`config.mk`:
```
export PLATFORM = sky130hd
export DESIGN_NAME = cassette_rec_flat
export DESIGN_NICKNAME = d
export VERILOG_FILES = /design/src/rtl/cassette_pkg.sv /design/src/rtl/cassette_rec_if.sv /design/src/rtl/cas_fsk_demod.sv /design/src/rtl/cassette_rec.sv /design/src/flat_wrapper.sv
export SDC_FILE = /design/constraint.sdc
export NUM_CORES = 1
export LEC_CHECK = 0
export BUFFER_PORTS_ARGS = -buffer_cell sky130_fd_sc_hd__buf_2
export CORE_AREA = 2 2 113 60
export CTS_CLUSTER_SIZE = 12
export DETAILED_ROUTE_END_ITERATION = 10
export DIE_AREA = 0 0 115 62
export PLACE_DENSITY = 0.78
export SLEW_MARGIN = 0
export SYNTH_ARGS = -nofsm -noshare
export SYNTH_HDL_FRONTEND = slang
export SYNTH_SLANG_ARGS = --single-unit
```
`constraint.sdc`:
```
create_clock -name clk -period 3.2 [get_ports clk]
set_input_delay 0.32 -clock clk [delete_from_list [all_inputs] [get_ports clk]]
set_output_delay 0.32 -clock clk [all_outputs]
set_load 0.005 [all_outputs]
```
`src/rtl/cassette_pkg.sv`:
```
// Shared cassette timing constants and FSM state type.
// The player reuses the timing constants from here.
package cassette_pkg;

    localparam int unsigned CAS_HI_TH      = 36;
    localparam int unsigned CAS_LO_TH      = 28;
    localparam int unsigned CAS_MIN_PERIOD = 250;
    localparam int unsigned CAS_BIT_THRESH = 560;
    localparam int unsigned CAS_MAX_PERIOD = 1000;
    localparam int unsigned CAS_CNT_W      = 11;

    typedef enum logic [1:0] {
        IDLE,
        SYNC,
        MEASURE
    } cas_state_e;

endpackage

```
`src/rtl/cassette_rec_if.sv`:
```
// SRAM write port of the cassette recorder.
interface cassette_rec_if #(
    parameter int unsigned ADDR_W = 16
);
    logic [ADDR_W-1:0] sram_addr;
    logic [7:0]        sram_data;
    logic              sram_wr;

    modport master (output sram_addr, output sram_data, output sram_wr);
    modport slave  (input sram_addr, input sram_data, input sram_wr);
endinterface

```
`src/rtl/cas_fsk_demod.sv`:
```
// FSK front end: hysteresis comparator, Q-rate period counter and
// per-edge bit classifier.
module cas_fsk_demod
    import cassette_pkg::*;
#(
    parameter int unsigned HI_TH      = CAS_HI_TH,
    parameter int unsigned LO_TH      = CAS_LO_TH,
    parameter int unsigned MIN_PERIOD = CAS_MIN_PERIOD,
    parameter int unsigned BIT_THRESH = CAS_BIT_THRESH,
    parameter int unsigned MAX_PERIOD = CAS_MAX_PERIOD
) (
    input  logic       clk,
    input  logic       reset_n,
    input  logic       Q,
    input  logic       en,
    input  logic       measuring,
    input  logic [5:0] dac_in,
    output logic       edge_det,
    output logic       bit_valid,
    output logic       bit_val,
    output logic       gap
);

    localparam logic [5:0]           HI_LVL = 6'(HI_TH);
    localparam logic [5:0]           LO_LVL = 6'(LO_TH);
    localparam logic [CAS_CNT_W-1:0] MIN_P  = CAS_CNT_W'(MIN_PERIOD);
    localparam logic [CAS_CNT_W-1:0] BIT_P  = CAS_CNT_W'(BIT_THRESH);
    localparam logic [CAS_CNT_W-1:0] MAX_P  = CAS_CNT_W'(MAX_PERIOD);

    logic                 cmp_q, cmp_prev_q;
    logic [CAS_CNT_W-1:0] cnt_q, cnt_d;
    logic                 short_p, accept;

    assign edge_det = cmp_q & ~cmp_prev_q;
    assign short_p  = cnt_q < MIN_P;
    // Short edges while measuring are glitches: the counter keeps running across them.
    assign accept   = en & edge_det & (~measuring | ~short_p);
    assign gap      = measuring & (cnt_q > MAX_P);

    always_comb begin
        cnt_d = cnt_q;
        if (accept) begin
            cnt_d = {{(CAS_CNT_W-1){1'b0}}, Q};
        end else if (en && Q && cnt_q != '1) begin
            cnt_d = cnt_q + CAS_CNT_W'(1);
        end
    end

    always_ff @(posedge clk or negedge reset_n) begin
        if (!reset_n) begin
            cmp_q      <= 1'b0;
            cmp_prev_q <= 1'b0;
            cnt_q      <= '0;
            bit_valid  <= 1'b0;
            bit_val    <= 1'b0;
        end else begin
            if (dac_in >= HI_LVL) begin
                cmp_q <= 1'b1;
            end else if (dac_in <= LO_LVL) begin
                cmp_q <= 1'b0;
            end
            cmp_prev_q <= cmp_q;
            cnt_q      <= cnt_d;
            bit_valid  <= en & measuring & edge_det & ~short_p & (cnt_q <= MAX_P);
            bit_val    <= cnt_q <= BIT_P;
        end
    end

endmodule

```
`src/rtl/cassette_rec.sv`:
```
// Cassette recorder: demodulates the sound DAC FSK stream into bytes and
// writes them sequentially into the tape SRAM.
module cassette_rec
    import cassette_pkg::*;
#(
    parameter int unsigned ADDR_W     = 16,
    parameter int unsigned HI_TH      = CAS_HI_TH,
    parameter int unsigned LO_TH      = CAS_LO_TH,
    parameter int unsigned MIN_PERIOD = CAS_MIN_PERIOD,
    parameter int unsigned BIT_THRESH = CAS_BIT_THRESH,
    parameter int unsigned MAX_PERIOD = CAS_MAX_PERIOD
) (
    input  logic              clk,
    input  logic              reset_n,
    input  logic              Q,
    input  logic              en,
    input  logic              rewind,
    input  logic [5:0]        dac_in,
    cassette_rec_if.master    sram,
    output logic [ADDR_W-1:0] byte_count,
    output logic              full,
    output logic              active
);

    cas_state_e        state_q;
    logic [7:0]        sr_q, sr_nxt, data_q;
    logic [2:0]        bcnt_q;
    logic [ADDR_W-1:0] ptr_q, addr_q;
    logic              full_q, wr_q;
    logic              edge_det, bit_valid, bit_val, gap;
    logic              measuring, take_bit, do_wr;

    cas_fsk_demod #(
        .HI_TH      (HI_TH),
        .LO_TH      (LO_TH),
        .MIN_PERIOD (MIN_PERIOD),
        .BIT_THRESH (BIT_THRESH),
        .MAX_PERIOD (MAX_PERIOD)
    ) u_demod (
        .clk       (clk),
        .reset_n   (reset_n),
        .Q         (Q),
        .en        (en),
        .measuring (measuring),
        .dac_in    (dac_in),
        .edge_det  (edge_det),
        .bit_valid (bit_valid),
        .bit_val   (bit_val),
        .gap       (gap)
    );

    assign measuring = state_q == MEASURE;
    assign sr_nxt    = {bit_val, sr_q[7:1]};
    assign take_bit  = measuring & en & ~rewind & ~gap & bit_valid;
    assign do_wr     = take_bit & (bcnt_q == 3'd7) & ~full_q;

    always_ff @(posedge clk or negedge reset_n) begin
        if (!reset_n) begin
            state_q <= IDLE;
            sr_q    <= '0;
            bcnt_q  <= '0;
            ptr_q   <= '0;
            full_q  <= 1'b0;
            wr_q    <= 1'b0;
            addr_q  <= '0;
            data_q  <= '0;
        end else begin
            wr_q <= do_wr;
            if (do_wr) begin
                addr_q <= ptr_q;
                data_q <= sr_nxt;
            end
            // Pointer advances the clk after the strobe; it parks on the last address.
            if (rewind) begin
                ptr_q  <= '0;
                full_q <= 1'b0;
            end else if (wr_q) begin
                if (ptr_q == '1) begin
                    full_q <= 1'b1;
                end else begin
                    ptr_q <= ptr_q + ADDR_W'(1);
                end
            end

            if (!en) begin
                state_q <= IDLE;
                sr_q    <= '0;
                bcnt_q  <= '0;
            end else if (rewind) begin
                state_q <= SYNC;
                sr_q    <= '0;
                bcnt_q  <= '0;
            end else begin
                unique case (state_q)
                    IDLE: state_q <= SYNC;
                    SYNC: begin
                        if (edge_det) state_q <= MEASURE;
                    end
                    MEASURE: begin
                        if (gap) begin
                            state_q <= SYNC;
                            sr_q    <= '0;
                            bcnt_q  <= '0;
                        end else if (take_bit) begin
                            sr_q   <= sr_nxt;
                            bcnt_q <= bcnt_q + 3'd1;
                        end
                    end
                    default: state_q <= IDLE;
                endcase
            end
        end
    end

    assign sram.sram_wr   = wr_q;
    assign sram.sram_addr = addr_q;
    assign sram.sram_data = data_q;
    assign byte_count     = ptr_q;
    assign full           = full_q;
    assign active         = measuring;

endmodule
```
`src/flat_wrapper.sv`:
```
// flat-port wrapper written by rule: the top's interface ports become plain ports
module cassette_rec_flat import cassette_pkg::*;
#(
    parameter int unsigned ADDR_W     = 16,
    parameter int unsigned HI_TH      = CAS_HI_TH,
    parameter int unsigned LO_TH      = CAS_LO_TH,
    parameter int unsigned MIN_PERIOD = CAS_MIN_PERIOD,
    parameter int unsigned BIT_THRESH = CAS_BIT_THRESH,
    parameter int unsigned MAX_PERIOD = CAS_MAX_PERIOD
)
  (clk, reset_n, Q, en, rewind, dac_in, byte_count, full, active, sram_sram_addr, sram_sram_data, sram_sram_wr);
  cassette_rec_if #(.ADDR_W(ADDR_W)) sram_i ();
  input  logic clk;
  input  logic reset_n;
  input  logic Q;
  input  logic en;
  input  logic rewind;
  input  logic [5:0] dac_in;
  output logic [ADDR_W-1:0] byte_count;
  output logic full;
  output logic active;
  output wire logic [$bits(sram_i.sram_addr)-1:0] sram_sram_addr;
  output wire logic [$bits(sram_i.sram_data)-1:0] sram_sram_data;
  output wire logic [$bits(sram_i.sram_wr)-1:0] sram_sram_wr;
  assign sram_sram_addr = sram_i.sram_addr;
  assign sram_sram_data = sram_i.sram_data;
  assign sram_sram_wr = sram_i.sram_wr;
  cassette_rec #(.ADDR_W(ADDR_W), .HI_TH(HI_TH), .LO_TH(LO_TH), .MIN_PERIOD(MIN_PERIOD), .BIT_THRESH(BIT_THRESH), .MAX_PERIOD(MAX_PERIOD)) u_core (.clk(clk), .reset_n(reset_n), .Q(Q), .en(en), .rewind(rewind), .dac_in(dac_in), .sram(sram_i), .byte_count(byte_count), .full(full), .active(active));
endmodule
```
# Word level (Yosys, flattened, before mapping)
# Index checks and enable logic that the tools add are counted.
# word_totals
ff_bits	70
n_memories	0
romBits	0
ram_bits	0
word_cells	88
latch_bits	0
# op_classes
n_shift	0
eq_ne	10
n_mul	0
n_mux	25
n_bitwise	20
n_reduce_logical	11
add_sub_neg	3
n_lt_le_gt_ge	6
div	0
# ops
op	count
16-bit two-way mux	3
8-bit two-way mux	5
11-bit by 10-bit less-or-equal comparator with 1-bit output (second input constant)	2
11-bit two-way mux	2
16-bit by 1-bit adder with 16-bit output (second input constant)	1
16-bit == test (second input constant)	1
3-bit two-way mux	5
1-bit AND	13
11-bit by 1-bit adder with 11-bit output (second input constant)	1
11-bit by 10-bit greater-than comparator with 1-bit output (second input constant)	1
11-bit by 8-bit less-than comparator with 1-bit output (second input constant)	1
11-bit != test (second input constant)	1
2-bit two-way mux	4
2-bit AND reduction	4
2-bit nonzero test	4
6-bit greater-or-equal comparator (second input constant)	1
6-bit by 5-bit less-or-equal comparator with 1-bit output (second input constant)	1
1-bit inverter	6
2-bit one-hot mux with 3 select lines	1
1-bit two-way mux	5
4-bit by 1-bit != test with 1-bit output (second input constant)	1
4-bit by 3-bit != test with 1-bit output (second input constant)	1
4-bit != test (second input constant)	1
3-bit by 1-bit adder with 3-bit output (second input constant)	1
other kinds (8)	9

# Logic depth before layout (Yosys ltp)
# Gate-level depths: netlist (run 1).
# logic_depth
ltp_word	10
ltp_mapped	8

# By module
# Synthesis (run 1) repeated with hierarchy kept, for this count alone.
# unflattened
cells_unflattened	282
hier_area_um2	3363.2
# by_module_without_submodules
mod	instances	cells_per_inst	seq_area_each_um2	area_each_um2
cassette_rec	1	195	1351.3	2498.6
cas_fsk_demod	1	87	375.4	864.6

# Worst setup path before layout (run 1)
# No wires, ideal clock.
# synth_path
path_type	reg2reg
startpoint	register u_core.u_demod.cnt_q[1]
endpoint	register u_core.addr_q[0] (netlist: u_core.sram.sram_addr[0])
synth_period_minus_slack_ns	2.708
arrival_ns	2.583
path_slack_ns	0.492
n_path_buf	3
path_stages_with_launch	8
path_cell_list	dfrtp_1 -> or4b_1 -> or4_1 -> clkbuf_1 -> a2111o_1 -> buf_6 -> buf_6 -> mux2_4
# synth_via
elab_chain_len	7
# synth_rtl
element	line_no	rtl
from (decl)	cas_fsk_demod.sv:31	logic [CAS_CNT_W-1:0] cnt_q, cnt_d;
from (signal assigned)	cas_fsk_demod.sv:63	cnt_q <= cnt_d;
11-bit by 10-bit greater-than comparator with 1-bit output	cas_fsk_demod.sv:38	assign gap = measuring & (cnt_q > MAX_P);
1-bit AND	cas_fsk_demod.sv:38	
1-bit inverter	cassette_rec.sv:54	assign take_bit = measuring & en & ~rewind & ~gap & bit_valid;
1-bit AND (2 in series)	cassette_rec.sv:54	
1-bit AND (2 in series)	cassette_rec.sv:55	assign do_wr = take_bit & (bcnt_q == 3'd7) & ~full_q;
to (signal assigned)	cassette_rec.sv:70	addr_q <= ptr_q;
to (decl)	cassette_rec.sv:28	logic [ADDR_W-1:0] ptr_q, addr_q;
# No other way between the ends.
# A chain may end at the register's enable or synchronous reset.

# Final worst setup path (run 1)
# layout_path
startpoint	register u_core.u_demod.cnt_q[1]
endpoint	register u_core.addr_q[12] (netlist: u_core.sram.sram_addr[12])
# The elaborated chain is that of the path after synthesis.

==> results of run 1 <==
==> registers in the layout, indices dropped and copies added (netlist names) <==
name,flops
u_core.byte_count,16
u_core.full,1
u_core.sram.sram_addr,16
u_core.sram.sram_data,8
u_core.bcnt_q,3
u_core.u_demod.bit_valid,1
u_core.sr_q,7
u_core.sram.sram_wr,1
u_core.u_demod.cmp_prev_q,1
u_core.u_demod.cmp_q,1
u_core.u_demod.cnt_q,11
u_core.state_q,2
u_core.u_demod.bit_val,1
==> placed cells by master, fill, tap and decap left out, types with 10 or more instances in the layout <==
cell,instances
nand4_1,10
a21oi_1,21
nor2_1,18
dfrtp_1,69
buf_2,53
mux2_4,20
nand3_1,13
nor3_1,13
mux2_2,10
nand2_1,17
==> metal layers <==
| layer | track usage | up-vias |
|---|---|---|
| li1 | - | 1257 |
| met1 | 0.336 | 1320 |
| met2 | 0.319 | 116 |
| met3 | 0.0776 | 6 |
| met4 | 0.0895 | 0 |
| met5 | 0 | - |
==> worst min path at each step <==
| stage | start | endpoint | depth (start not counted) |
|---|---|---|---|
| 6_report | dac_in[5] | u_core.u_demod.cmp_q | 3 |
| 5_1_grt | dac_in[3] | u_core.u_demod.cmp_q | 3 |
| 4_1_cts | dac_in[5] | u_core.u_demod.cmp_q | 3 |
| 3_5_place_dp | reset_n | u_core.sram.sram_addr[12] | 1 |
| 3_3_place_gp | reset_n | u_core.sram.sram_addr[14] | 1 |
| 2_1_floorplan | reset_n | u_core.bcnt_q[0] | 0 |
==> timing repair <==
action,4_1_cts,5_1_grt
hold buffers,1,0
endpoints found under the setup margin,0,0
hold endpoints to repair,20,0
==> critical path, delay by kind of cell (launching register included) <==
family                 cells  cell delay (ns)
AOI/OAI and AO/OA          1             0.51
DFF                        1             0.47
buffers and inverters      1             0.20
muxes                      1             0.31
and+or+nand+nor            2             1.20
==> cell families after synthesis <==
kind of cell               count (synthesis)  share of synthesized area
buffers and inverters                     19                     0.0279
muxes                                     32                      0.129
adders and majority gates                  4                     0.0149
DFF                                       69                      0.513
AOI/OAI and AO/OA                         70                      0.143
and+or+nand+nor                          108                      0.173
==> report_power, final <==
part	switching (mW)	internal [mW]
registers	0.0349	0.890
logic	0.0587	0.0310
clock network	0.351	0.665
total	0.445	1.59
==> through the flow <==
step	util	setup slack (ns)	power, mW	hold WS (ns)	cells
after floorplan	-	0.492	0.979	0.0244	302
after global placement	0.588	0.459	1.02	0.300	426
after detailed placement	0.588	0.401	1.03	0.298	426
after CTS	0.639	0.390	2.05	0.232	443
after global routing	0.639	0.284	2.12	0.232	443
final	0.639	0.364	2.03	0.232	443
==> cell type report <==
cell class                      count  share of cell area
Tap cell                           80              0.0248
Clock buffer                       13              0.0671
Sequential cell                    69               0.428
Inverter                            5             0.00466
Timing Repair Buffer               59              0.0807
Clock inverter                      3              0.0106
Multi-Input combinational cell    214               0.384
==> metrics.cfg, run 1 <==
[clock_tree]
clock_tree.buffer_depth = 2
cts_sinks = 69
tritoncts.num_buffers = 9
cts_tree = done
worst_skew_pair.late_latency_ns = 0.33
post_cts_buffers = 0
clk_pin_slew_worst_paths_ns = 0.05
cts_htree_levels = 3
total_of_cells_resized_after_clock_tree_synthesis = 0
clockRootBuffer = clkbuf_16

[finish]
num_antenna_cells = 0
nets = 373
layout-drive-gt1-share = 0.298
flow.area_growth_from_synthesis_pct = 19.7
fillers = 491
final-seq-area_um2 = 1730
final_cell_area_um2 = 4030
total_area_of_multi_input_combinational_cells_um2 = 1550

[route]
met1_length_um = 3690
drtAntennaViolNets = 0
vias_per_cell = 6.09
wl_met3_um = 585
via_count = 2699
drc_errors = 0
drt_pass1_iterations = 4
totalWireLength_um = 7620
first_iteration_detailed_routing_drc_count = 245
wire_per_inst_um = 17.2
dr.max_layer_used = met4
wl_met2_um = 3280

[setup_path]
cp_max_fo = 23
crit_path_max_incr_delay_ns = 0.60
regToRegEndpoint = u_core.sram.sram_addr[12]
worstPathCellList = or4b_1 -> or4_1 -> a2111o_1 -> buf_12 -> mux2_4
worstReg2RegStart = u_core.u_demod.cnt_q[1]
cp-end-kind = flop
critical_path_required_ns = 3.41
timing.critical_path.from_type = flop
crit_arrival_ns = 3.04
worst_setup_path_endpoint = u_core.sram.sram_addr[12]
setup.worst_path.class = flop to flop
rrSetupSlack_ns = 0.36
worstRegToRegCells = 5
worst_setup_path_startpoint = u_core.u_demod.cnt_q[1]
cpMaxStageDelayCell = or4b_1

[synth]
ys_seq_elements = 69
ys_types = 45
syn_area_um2 = 3370
synth_edf_count = 0
synth-main-ff-cell = dfrtp_1
synth.avg_cell_area_um2 = 11.1
synth_area_leader_cell = dfrtp_1
synthMostInstantiatedCell = dfrtp_1
count_of_synthesis_stage_warnings_from_yosys = 0
synth_top_area_frac = 0.513
synthesis.nets = 317
netlist_top_cells_area = dfrtp_1 51%, mux2_4 8.9%, mux2_2 3.3%
synthArstFlopShare = 1.00
synthCells = 302
synth.cells.most_frequent = 69 x dfrtp_1, 21 x a21oi_1, 20 x mux2_4
synth_sequential_area_ratio = 0.513

[place]
detailed_place_hpwl_um = 5210
area_of_placed_instances_um2 = 3710
globalplace.congestion = 0.995
port_buffers = 53

[timing]
final_hold_viol_count = 0
timing.final.max_slew_violations = 0
finalCritPeriodShare = 0.886
timing.final.crit_period_ns = 2.84
setup_total_neg_slack_ns = 0
tightestPinTransition_ns = 0.795
finalClockSkew_ns = 0.00855
clock.fmax_mhz = 353
setup-violations-final = 0
grt_setup_unrepaired = false
worst_slew_margin_rel = 0.468

[floorplanning]
num_rows = 21
floorplan.die.height_um = 62
design.die.area_um2 = 7130
top_level_ports = 54
core_region_area_um2 = 6310
start_util = 0.534
fp.dieW_um = 115

[outcome]
status = finished clean

[grt]
grt_antenna_before_repair = 0
global_route.usage.total = 0.231
total_congestion_overflow = 0
grt_start_max_net_pins = 50
first_global_vias = 2397
grt_pass1_wl_um = 12300

[pwr]
p_leak_nw = 2.00
power.ir.vdd_worst_mv = 0.411
p_per_area_nw_per_um2 = 504

[hold_path]
min_path_type = primary input to flop

[flow_run]
drv.max_cap_violation_count = 0

Note: power is estimated with default switching activity, not from simulation.
==> inputs of run 2 (changes only) <==
- CTS_BUF_LIST: unset -> sky130_fd_sc_hd__clkbuf_16
==> metrics.cfg, run 2 (same netlist as run 1, synthesis figures left out) <==
[outcome]
status = finished clean  ; unchanged

[finish]
final_common_cell = dfrtp_1  ; unchanged
num_antenna_cells = 0  ; unchanged
fillers = 493  ; was 491
flow.area_growth_from_synthesis_pct = 18.8  ; was 19.7%
nets = 373  ; unchanged
mostFrequentLayoutCells = 69 x dfrtp_1, 53 x buf_2, 21 x a21oi_1, 20 x mux2_4, 18 x nor2_1  ; unchanged
layout.core_utilization = 0.634  ; was 0.639
layout-drive-gt1-share = 0.289  ; was 0.298

[floorplanning]
floorplan.die.height_um = 62  ; unchanged
num_rows = 21  ; unchanged
core_region_area_um2 = 6310  ; unchanged
top_level_ports = 54  ; unchanged
fp.dieW_um = 115  ; unchanged
start_util = 0.534  ; unchanged
design.die.area_um2 = 7130  ; unchanged

[timing]
final_hold_viol_count = 0  ; unchanged
timing.final.max_slew_violations = 0  ; unchanged
timing.final.crit_period_ns = 2.84  ; about the same
clock.fmax_mhz = 353  ; about the same
setup-violations-final = 0  ; unchanged
finalClockSkew_ns = 0.00420  ; was 0.00855 ns
setup_total_neg_slack_ns = 0  ; unchanged
worst_slew_margin_rel = 0.466  ; was 0.468
grt_setup_unrepaired = false  ; unchanged
tightestPinTransition_ns = 0.797  ; was 0.795 ns
finalCritPeriodShare = 0.886  ; about the same

[setup_path]
critical_path_required_ns = 3.42  ; was 3.41 ns
crit_arrival_ns = 3.05  ; was 3.04 ns
cp-end-kind = flop  ; unchanged
cp_max_fo = 23  ; unchanged
timing.critical_path.from_type = flop  ; unchanged
setup.worst_path.class = flop to flop  ; unchanged

[clock_tree]
clk_pin_slew_worst_paths_ns = 0.05  ; about the same
cts_sinks = 69  ; unchanged
cts_htree_levels = 3  ; unchanged
clockRootBuffer = clkbuf_16  ; unchanged
total_of_cells_resized_after_clock_tree_synthesis = 0  ; unchanged
clock_tree.buffer_depth = 2  ; unchanged
cts_tree = done  ; unchanged
tritoncts.num_buffers = 9  ; unchanged
worst_skew_pair.late_latency_ns = 0.33  ; about the same

[route]
via_count = 2717  ; was 2699
drt_pass1_iterations = 5  ; was 4
drc_errors = 0  ; unchanged
first_iteration_detailed_routing_drc_count = 251  ; was 245
vias_per_cell = 6.13  ; was 6.09
drtAntennaViolNets = 0  ; unchanged
totalWireLength_um = 7650  ; was 7620 um
wire_per_inst_um = 17.3  ; was 17.2 um

[pwr]
power.ir.vdd_worst_mv = 0.351  ; was 0.411 mV
p_per_area_nw_per_um2 = 488  ; was 504 nW/um^2
p_leak_nw = 1.99  ; was 2.00 nW

[grt]
first_global_vias = 2404  ; was 2397
grt_pass1_wl_um = 12300  ; about the same
total_congestion_overflow = 0  ; unchanged
global_route.usage.total = 0.231  ; about the same
grt_antenna_before_repair = 0  ; unchanged
grt_start_max_net_pins = 50  ; unchanged

[place]
detailed_place_hpwl_um = 5210  ; unchanged
globalplace.congestion = 0.995  ; unchanged
port_buffers = 53  ; unchanged

[hold_path]
min_path_type = primary input to flop  ; unchanged

[flow_run]
drv.max_cap_violation_count = 0  ; unchanged

## run 2: changes by cell type in the layout (fill, tap and decap cells not counted)
cell | previous run | this run
clkbuf_1 | 1 | 0
clkbuf_8 | 3 | 0
clkinv_1 | 0 | 3
inv_1 | 5 | 6
## run 2: timing repair
item,in CTS,in global routing
setup buffers,0,0
hold buffers,1,0
endpoints found under the setup margin,0,0
hold endpoints to repair,20,0
## run 2: per-stage QoR
stage / setup slack, ns / area (um^2) / cells / hold WS [ns] / total power, mW
global placement: 0.459 / 3710 / 426 / 0.300 / 1.02
finish: 0.365 / 4000 / 443 / 0.232 / 1.95
CTS: 0.391 / 4000 / 443 / 0.232 / 1.97
floorplan: 0.492 / 3370 / 302 / 0.0244 / 0.979
global route: 0.285 / 4000 / 443 / 0.233 / 2.03
detailed placement: 0.401 / 3710 / 426 / 0.298 / 1.03
## run 2: worst max-delay path, cell delays in order, from the launching register on
cell and delay, ns:
dfrtp_1 0.47, or4b_1 0.60, or4_1 0.61, a2111o_1 0.52
buf_12 0.20, mux2_4 0.31
## run 2: final timing paths
kind,startpoint,end,slack (ns),depth (start not counted)
max,u_core.u_demod.cnt_q[1],u_core.sram.sram_addr[1],0.36,5
min,dac_in[5],u_core.u_demod.cmp_q,0.23,3
max reg2reg,u_core.u_demod.cnt_q[1],u_core.sram.sram_addr[1],0.36,5
min reg2reg,u_core.u_demod.cmp_q,u_core.u_demod.cmp_prev_q,0.41,0
max in group asynchronous,reset_n,u_core.sram.sram_data[0],1.74,3
min in group asynchronous,reset_n,u_core.sram.sram_addr[12],0.48,2
## run 2: cell type report
class | count | area [um^2] | area share
Multi-Input combinational cell | 214 | 1550 | 0.387
Inverter | 5 | 18.8 | 0.00469
Sequential cell | 69 | 1730 | 0.432
Clock inverter | 7 | 57.6 | 0.0144
Timing Repair Buffer | 59 | 325 | 0.0813
Tap cell | 80 | 100 | 0.0250
Clock buffer | 9 | 225 | 0.0563
## run 2: routing by layer
layer  vias up  wire (um)  track usage
met3         8        594       0.0766
met5         -          0            0
met2       117       3200        0.321
met4         0         92       0.0878
met1      1330       3760        0.335
li1       1262          -            -
## run 2: power by group
group          internal [mW]  total (mW)  switching [mW]  leakage, nW
Combinational         0.0310      0.0898          0.0588        0.905
Sequential             0.890       0.924          0.0337        0.947
Clock                  0.590       0.939           0.349        0.139
==> inputs of run 3 (changes only) <==
- PLACE_DENSITY: 0.78 -> 0.83
==> metrics.cfg, run 3 (same netlist as run 1, synthesis figures left out) <==
[route]
drc_errors = 0  ; unchanged
first_iteration_detailed_routing_drc_count = 242  ; was 251
drtAntennaViolNets = 0  ; unchanged
via_count = 2680  ; was 2717
vias_per_cell = 6.05  ; was 6.13
totalWireLength_um = 7480  ; was 7650 um
wire_per_inst_um = 16.9  ; was 17.3 um
drt_pass1_iterations = 5  ; unchanged

[grt]
grt_antenna_before_repair = 0  ; unchanged
grt_start_max_net_pins = 70  ; was 50
global_route.usage.total = 0.227  ; was 0.231
total_congestion_overflow = 0  ; unchanged
grt_pass1_wl_um = 12200  ; was 12300 um
first_global_vias = 2409  ; was 2404

[clock_tree]
cts_tree = done  ; unchanged
post_cts_buffers = 0  ; unchanged
hold_fix_buffers_at_cts = 0  ; was 1
clockRootBuffer = clkbuf_16  ; unchanged
total_of_cells_resized_after_clock_tree_synthesis = 0  ; unchanged
tritoncts.num_buffers = 9  ; unchanged
clock_tree.buffer_depth = 2  ; unchanged
clk_pin_slew_worst_paths_ns = 0.05  ; about the same
cts_sinks = 69  ; unchanged
worst_skew_pair.late_latency_ns = 0.33  ; about the same
cts_htree_levels = 3  ; unchanged

[hold_path]
min_path_type = primary input to async pin  ; was primary input to flop

[setup_path]
rrSetupSlack_ns = 0.39  ; was 0.36 ns
worstPathCellList = or4b_1 -> or4_1 -> a2111o_1 -> buf_4 -> mux2_4  ; was or4b_1 -> or4_1 -> a2111o_1 -> buf_12 -> mux2_4
cpMaxStageDelayCell = or4_1  ; unchanged
total_buffers_and_inverters_traversed_by_the_critical_path = 1  ; unchanged
cp_max_fo = 13  ; was 23
worstReg2RegStart = u_core.u_demod.cnt_q[1]  ; unchanged
timing.critical_path.max_delay_family = simple AND/OR/NAND/NOR gates  ; unchanged
crit_arrival_ns = 3.02  ; was 3.05 ns
crit_path_max_incr_delay_ns = 0.61  ; about the same
worstRegToRegCells = 5  ; unchanged
worst_setup_path_startpoint = u_core.u_demod.cnt_q[1]  ; unchanged
setup.worst_path.class = flop to flop  ; unchanged
critical_path_required_ns = 3.41  ; was 3.42 ns
timing.critical_path.from_type = flop  ; unchanged
regToRegEndpoint = u_core.sram.sram_data[4]  ; was u_core.sram.sram_addr[1]
cp-end-kind = flop  ; unchanged

[timing]
timing.final.crit_period_ns = 2.81  ; was 2.84 ns
tightestPinTransition_ns = 0.856  ; was 0.797 ns
setup-violations-final = 0  ; unchanged
finalClockSkew_ns = 0.00519  ; was 0.00420 ns
timing.final.max_slew_violations = 0  ; unchanged
final_hold_viol_count = 0  ; unchanged
worst_slew_margin_rel = 0.429  ; was 0.466
min_hold_slack_ns = 0.159  ; was 0.232 ns
setup_total_neg_slack_ns = 0  ; unchanged
grt_setup_unrepaired = false  ; unchanged
clock.fmax_mhz = 356  ; was 353 MHz
finalCritPeriodShare = 0.877  ; was 0.886

[pwr]
p_leak_nw = 1.99  ; about the same
p_per_area_nw_per_um2 = 508  ; was 488 nW/um^2
clkPwrFrac = 0.501  ; was 0.481
p_comb_frac = 0.045  ; was 0.046
switchingPower_mw = 0.446  ; was 0.442 mW
power.ir.vdd_worst_mv = 0.455  ; was 0.351 mV
p_int_mw = 1.59  ; was 1.51 mW
seq_power_share = 0.454  ; was 0.473
power_switching_share = 0.219  ; was 0.226

[finish]
mostFrequentLayoutCells = 69 x dfrtp_1, 53 x buf_2, 21 x a21oi_1, 20 x mux2_4, 18 x nor2_1  ; unchanged
final_common_cell = dfrtp_1  ; unchanged
flow.area_growth_from_synthesis_pct = 19.0  ; was 18.8%
num_antenna_cells = 0  ; unchanged
nets = 373  ; unchanged
layout.core_utilization = 0.636  ; was 0.634
layout-drive-gt1-share = 0.292  ; was 0.289

[floorplanning]
design.die.area_um2 = 7130  ; unchanged
core_region_area_um2 = 6310  ; unchanged
top_level_ports = 54  ; unchanged
start_util = 0.534  ; unchanged
fp.dieW_um = 115  ; unchanged
num_rows = 21  ; unchanged
floorplan.die.height_um = 62  ; unchanged

[place]
port_buffers = 53  ; unchanged
globalplace.congestion = 0.952  ; was 0.995
detailed_place_hpwl_um = 5040  ; was 5210 um

[outcome]
status = finished clean  ; unchanged

[flow_run]
drv.max_cap_violation_count = 0  ; unchanged

==> run 3: final cells by class <==
class / count / area (um^2)
clock buffer: 9 / 225
multi-input combinational: 214 / 1550
inverter: 5 / 18.8
timing repair buffer: 59 / 310
sequential: 69 / 1730
fill: 529 / 2300
tap: 80 / 100
clock inverter: 7 / 80.1
==> run 3: layer usage <==
metal | share of wire | up-vias | wire length (um) | track usage
met1 | 0.49 | 1319 | 3670 | 0.324
li1 | - | 1258 | - | -
met4 | 0.0086 | 0 | 64 | 0.0637
met3 | 0.066 | 8 | 497 | 0.0679
met2 | 0.43 | 95 | 3250 | 0.339
met5 | 0 | - | 0 | 0
==> run 3: worst max path at each step <==
stage / cells after the start / end
6_report: 5 / u_core.sram.sram_data[4]
5_1_grt: 5 / u_core.sram.sram_data[4]
4_1_cts: 5 / u_core.sram.sram_addr[1]
3_5_place_dp: 5 / u_core.sram.sram_addr[1]
3_3_place_gp: 5 / u_core.sram.sram_data[5]
2_1_floorplan: 7 / u_core.sram.sram_addr[0]
==> run 3: power by group through the flow <==
stage | logic, mW | clock network [mW] | registers (mW)
2_1_floorplan | 0.0555 | 0 | 0.923
3_3_place_gp | 0.0874 | 0 | 0.934
3_5_place_dp | 0.0901 | 0 | 0.937
4_1_cts | 0.0921 | 1.03 | 0.921
5_1_grt | 0.102 | 1.08 | 0.927
6_report | 0.0915 | 1.02 | 0.924
==> run 3: worst reg2reg max path: stages (launching register included) <==
cell and delay (ns):
dfrtp_1 0.46, or4b_1 0.59, or4_1 0.61, a2111o_1 0.48, buf_4 0.23, mux2_4 0.32
==> run 3: stage by stage <==
step	setup slack [ns]	cell area (um^2)	cells	power, mW
finish	0.394	4010	443	2.04
global route	0.334	4010	443	2.11
CTS	0.417	4010	443	2.05
detailed placement	0.437	3700	427	1.03
global placement	0.476	3700	427	1.02
floorplan	0.492	3370	302	0.979
